`src/rtl/not_gate.sv`:
```
// Bitwise inverter with a registered copy of the inverted value and a saturating
// counter of sampled input changes, for debug observability.
module not_gate #(
    parameter int unsigned WIDTH = 1,
    parameter int unsigned CNT_W = 16
) (
    input  logic             clk,
    input  logic             rst,
    input  logic [WIDTH-1:0] a,
    output logic [WIDTH-1:0] y,
    output logic [WIDTH-1:0] y_q,
    output logic [CNT_W-1:0] toggle_cnt,
    output logic             cnt_sat
);

    logic [WIDTH-1:0] yq_q;
    logic [WIDTH-1:0] a_prev_q;
    logic [CNT_W-1:0] cnt_q, cnt_d;
    logic             sat_q, sat_d;
    logic             toggled;
    logic             cnt_max;

    // Purely combinational: valid regardless of clk/rst state.
    assign y = ~a;

    always_comb begin
        toggled = (a != a_prev_q);
        cnt_max = &cnt_q;
        cnt_d   = cnt_q;
        if (toggled && !cnt_max) begin
            cnt_d = cnt_q + CNT_W'(1);
        end
        // Once the count reaches all ones it can never leave, so sat follows it.
        sat_d = sat_q | (&cnt_d);
    end

    always_ff @(posedge clk or posedge rst) begin
        if (rst) begin
            yq_q     <= '1;
            a_prev_q <= '0;
            cnt_q    <= '0;
            sat_q    <= 1'b0;
        end else begin
            yq_q     <= ~a;
            a_prev_q <= a;
            cnt_q    <= cnt_d;
            sat_q    <= sat_d;
        end
    end

    assign y_q        = yq_q;
    assign toggle_cnt = cnt_q;
    assign cnt_sat    = sat_q;

endmodule

```
`config.mk`:
```
export PLATFORM = sky130hd
export DESIGN_NAME = not_gate
export DESIGN_NICKNAME = d
export VERILOG_FILES = /design/src/rtl/not_gate.sv
export SDC_FILE = /design/constraint.sdc
export NUM_CORES = 1
export LEC_CHECK = 0
export BUFFER_PORTS_ARGS = -buffer_cell sky130_fd_sc_hd__buf_2
export CORE_UTILIZATION = 56
export DETAILED_ROUTE_END_ITERATION = 12
export MAX_ROUTING_LAYER = met4
export PLACE_DENSITY = 0.8
export REMOVE_ABC_BUFFERS = 1
export SYNTH_ARGS = -nofsm -noshare
export SYNTH_HDL_FRONTEND = slang
export SYNTH_SLANG_ARGS = --single-unit
```
`constraint.sdc`:
```
create_clock -name clk -period 3.66 [get_ports clk]
set_input_delay 0.549 -clock clk [delete_from_list [all_inputs] [get_ports clk]]
set_output_delay 0.549 -clock clk [all_outputs]
set_load 0.05 [all_outputs]
```
==> flow_metrics.py <==
metrics = {
    "cts": {
        "cts_buffers": 3,
        "holdBufCountCts": 0,
        "cts_max_path_buffers": 2,
        "clk_transition_reported_paths_ps": 100,
        "cts.repair.resized": 0,
        "root_buffer": "clkbuf_4",
        "cts_tree": "built",
        "postCtsSetupRepairBufs": 0,
        "clk_latency_ps": 300,
        "h-tree-depth": 1,
        "clock-sinks": 19,
    },
    "synth": {
        "synthCells": 95,
        "synthDistinctLibCells": 33,
        "avgSynthCellArea_um2": 10.8,
        "ys_seq_elements": 19,
        "yosysWarnings": 0,
        "syn-cell-area_mm2": 0.00103,
        "ys_seq_area_frac": 0.464,
    },
    "worst_setup_path": {
        "endpoint_kind": "flop",
        "rrSetupSlack_ps": 1370,
        "reg2reg_from": "toggle_cnt[0]",
        "worstPathArrival_ps": 2490,
        "worstPathMaxFanout": 9,
        "worstSetupStartpointType": "flop",
        "crit_type": "reg -> reg",
        "worstPathRequired_ps": 3860,
        "r2r_cells": 7,
        "reg2reg_to": "cnt_sat",
    },
    "drt": {
        "via_per_inst": 5.83,
        "routed_wl_um": 1950,
        "drt-initial-drc-count": 51,
        "ant_nets": 0,
        "vias": 840,
        "routedWlPerCell_um": 13.5,
        "drt_pre_antenna_iters": 5,
        "drc_errors": 0,
    },
    "grt": {
        "groute.usage.overall": 0.220,
        "grt_max_degree": 20,
        "grt_pass1_wl_um": 3090,
        "antenna_found_initial": 0,
        "grt_pass1_vias": 751,
        "grt_overflow_total": 0,
    },
    "finish": {
        "multiInputGateArea_um2": 524,
        "final_cell_area_mm2": 0.00118,
        "syn_to_final_growth_pct": 14.7,
        "register_area_um2": 477,
        "antenna_cells": 0,
        "drive_above_1_share": 0.286,
        "nFillCells": 158,
        "fin_nets": 124,
    },
    "placement": {
        "port_buffers": 21,
        "placed_cell_area_mm2": 0.00115,
        "place_ws_ps": 1430,
        "globalplace.congestion": 0.987,
        "dp_hpwl_um": 1420,
    },
    "die": {
        "rows": 15,
        "dieArea_mm2": 0.00201,
        "die_h_um": 44.8,
        "fp.dieW_um": 44.8,
        "start_util": 0.595,
        "core-area_mm2": 0.00173,
        "io_pins": 22,
    },
    "pwr": {
        "power.density_mw_per_mm2": 663,
        "power.leakage_nw": 0.539,
        "power.total_uw": 781,
        "vdd_drop_max_uv": 590,
    },
    "timing": {
        "skew_ps": 2.26,
        "setup_viol": 0,
        "setup_tns_ps": 0,
        "drv_slew": 0,
        "finalHoldViolCount": 0,
        "setup_ws_ps": 1370,
        "relSlewSlack": 0.536,
        "tightest_slew_ps": 695,
        "period_share": 0.626,
        "finalCriticalPeriod_ps": 2290,
        "clock.fmax_ghz": 0.436,
        "rsz0062_at_grt": "no",
    },
    "outcome": {
        "outcome": "completed",
    },
    "min_path": {
        "hp-class": "in -> async",
    },
    "flow_run": {
        "drv_cap": 0,
    },
}
[layer usage]
metal  vias to the layer above  share of wire  routed length (um)  GRT usage
met3                         4          0.034                  67     0.0480
met2                        20           0.47                 926      0.335
met5                         -              0                   0          -
li1                        407              -                   -          -
met4                         0          0.013                  25      0.109
met1                       409           0.48                 930      0.278
[synth_stat cells]
library cell	n	area, um2
dfrtp_1	18	450
nor2_1	10	37.5
xnor2_1	7	61.3
a21oi_1	6	30.0
nand4_1	6	37.5
xor2_1	5	43.8
inv_1	4	15.0
nand2_1	4	15.0
nand3_1	4	20.0
and3_1	3	18.8
mux2_2	3	33.8
nor3_1	3	15.0
a31oi_1	2	12.5
a2111oi_0	1	8.76
a311oi_1	1	8.76
a31o_1	1	8.76
a41oi_1	1	8.76
and4_1	1	8.76
buf_6	1	11.3
dfstp_2	1	26.3
ha_1	1	12.5
nand2b_1	1	6.26
nand3_4	1	17.5
nand4_2	1	12.5
nand4_4	1	21.3
nand4b_1	1	8.76
nor4_1	1	6.26
nor4_4	1	21.3
nor4b_1	1	8.76
o2111ai_1	1	8.76
o21ai_0	1	5.00
o31a_2	1	10.0
xnor2_2	1	16.3
[worst max-delay path: stages, from the launching register on]
cell and delay [ps]:
dfrtp_1 510, ha_1 330, nand3_4 140, nor4_4 450
nor2_1 200, a41oi_1 260, a21oi_1 100, a31o_1 210
[stage by stage]
stage | hold WS, ps | utilization | std cells
finish | 339 | 0.683 | 144
global route | 403 | 0.683 | 144
CTS | 358 | 0.683 | 144
detailed placement | 454 | 0.667 | 140
global placement | 448 | 0.667 | 140
floorplan | 499 | - | 94
[area by class of cell]
cell class,instances,area share
inverters,4,0.0127
multi-input cells,71,0.445
repair buffers,21,0.0892
well taps,25,0.0265
flip-flops and latches,19,0.404
clock buffers,4,0.0223
[where the power goes]
group / switching (mW) / internal, mW / total [mW]
clock: 0.0623 / 0.0425 / 0.105
sequential: 0.0890 / 0.249 / 0.338
combinational: 0.235 / 0.104 / 0.339
[cells by family (layout without fill, tap and decap cells)]
family,Yosys count,after routing,share of synthesized area
AO/OA/AOI/OAI,15,15,0.0987
XOR/XNOR,13,13,0.118
adder cells (fa/ha/maj),1,1,0.0122
buffers and inverters,5,29,0.0256
flip-flops,19,19,0.464
multiplexers,3,3,0.0329
AND/OR/NAND/NOR,39,39,0.248
[sequential cells by signal (all words and copies together), names as in the netlist]
signal and count:
toggle_cnt 16, a_prev_q 1, cnt_sat 1, y_q 1
[worst max path at each step]
stage | from | endpoint | slack (ps) | depth (start not counted)
floorplan | toggle_cnt[0] | cnt_sat | 1230 | 7
global placement | toggle_cnt[0] | cnt_sat | 1510 | 7
detailed placement | toggle_cnt[0] | cnt_sat | 1430 | 7
CTS | toggle_cnt[0] | cnt_sat | 1360 | 7
global route | toggle_cnt[0] | cnt_sat | 1200 | 7
finish | toggle_cnt[0] | cnt_sat | 1370 | 7
[cell usage in the layout, fill, tap and decap left out, types with 2 or more instances in the layout]
master,instances
a31oi_1,2
xnor2_1,7
and3_1,3
nand4_1,6
nor2_1,10
mux2_2,3
inv_1,4
nand3_1,4
a21oi_1,6
nand2_1,4
dfrtp_1,18
nor3_1,3
buf_2,21
clkbuf_4,3
xor2_1,5
Note: power is estimated with default switching activity, not from simulation.
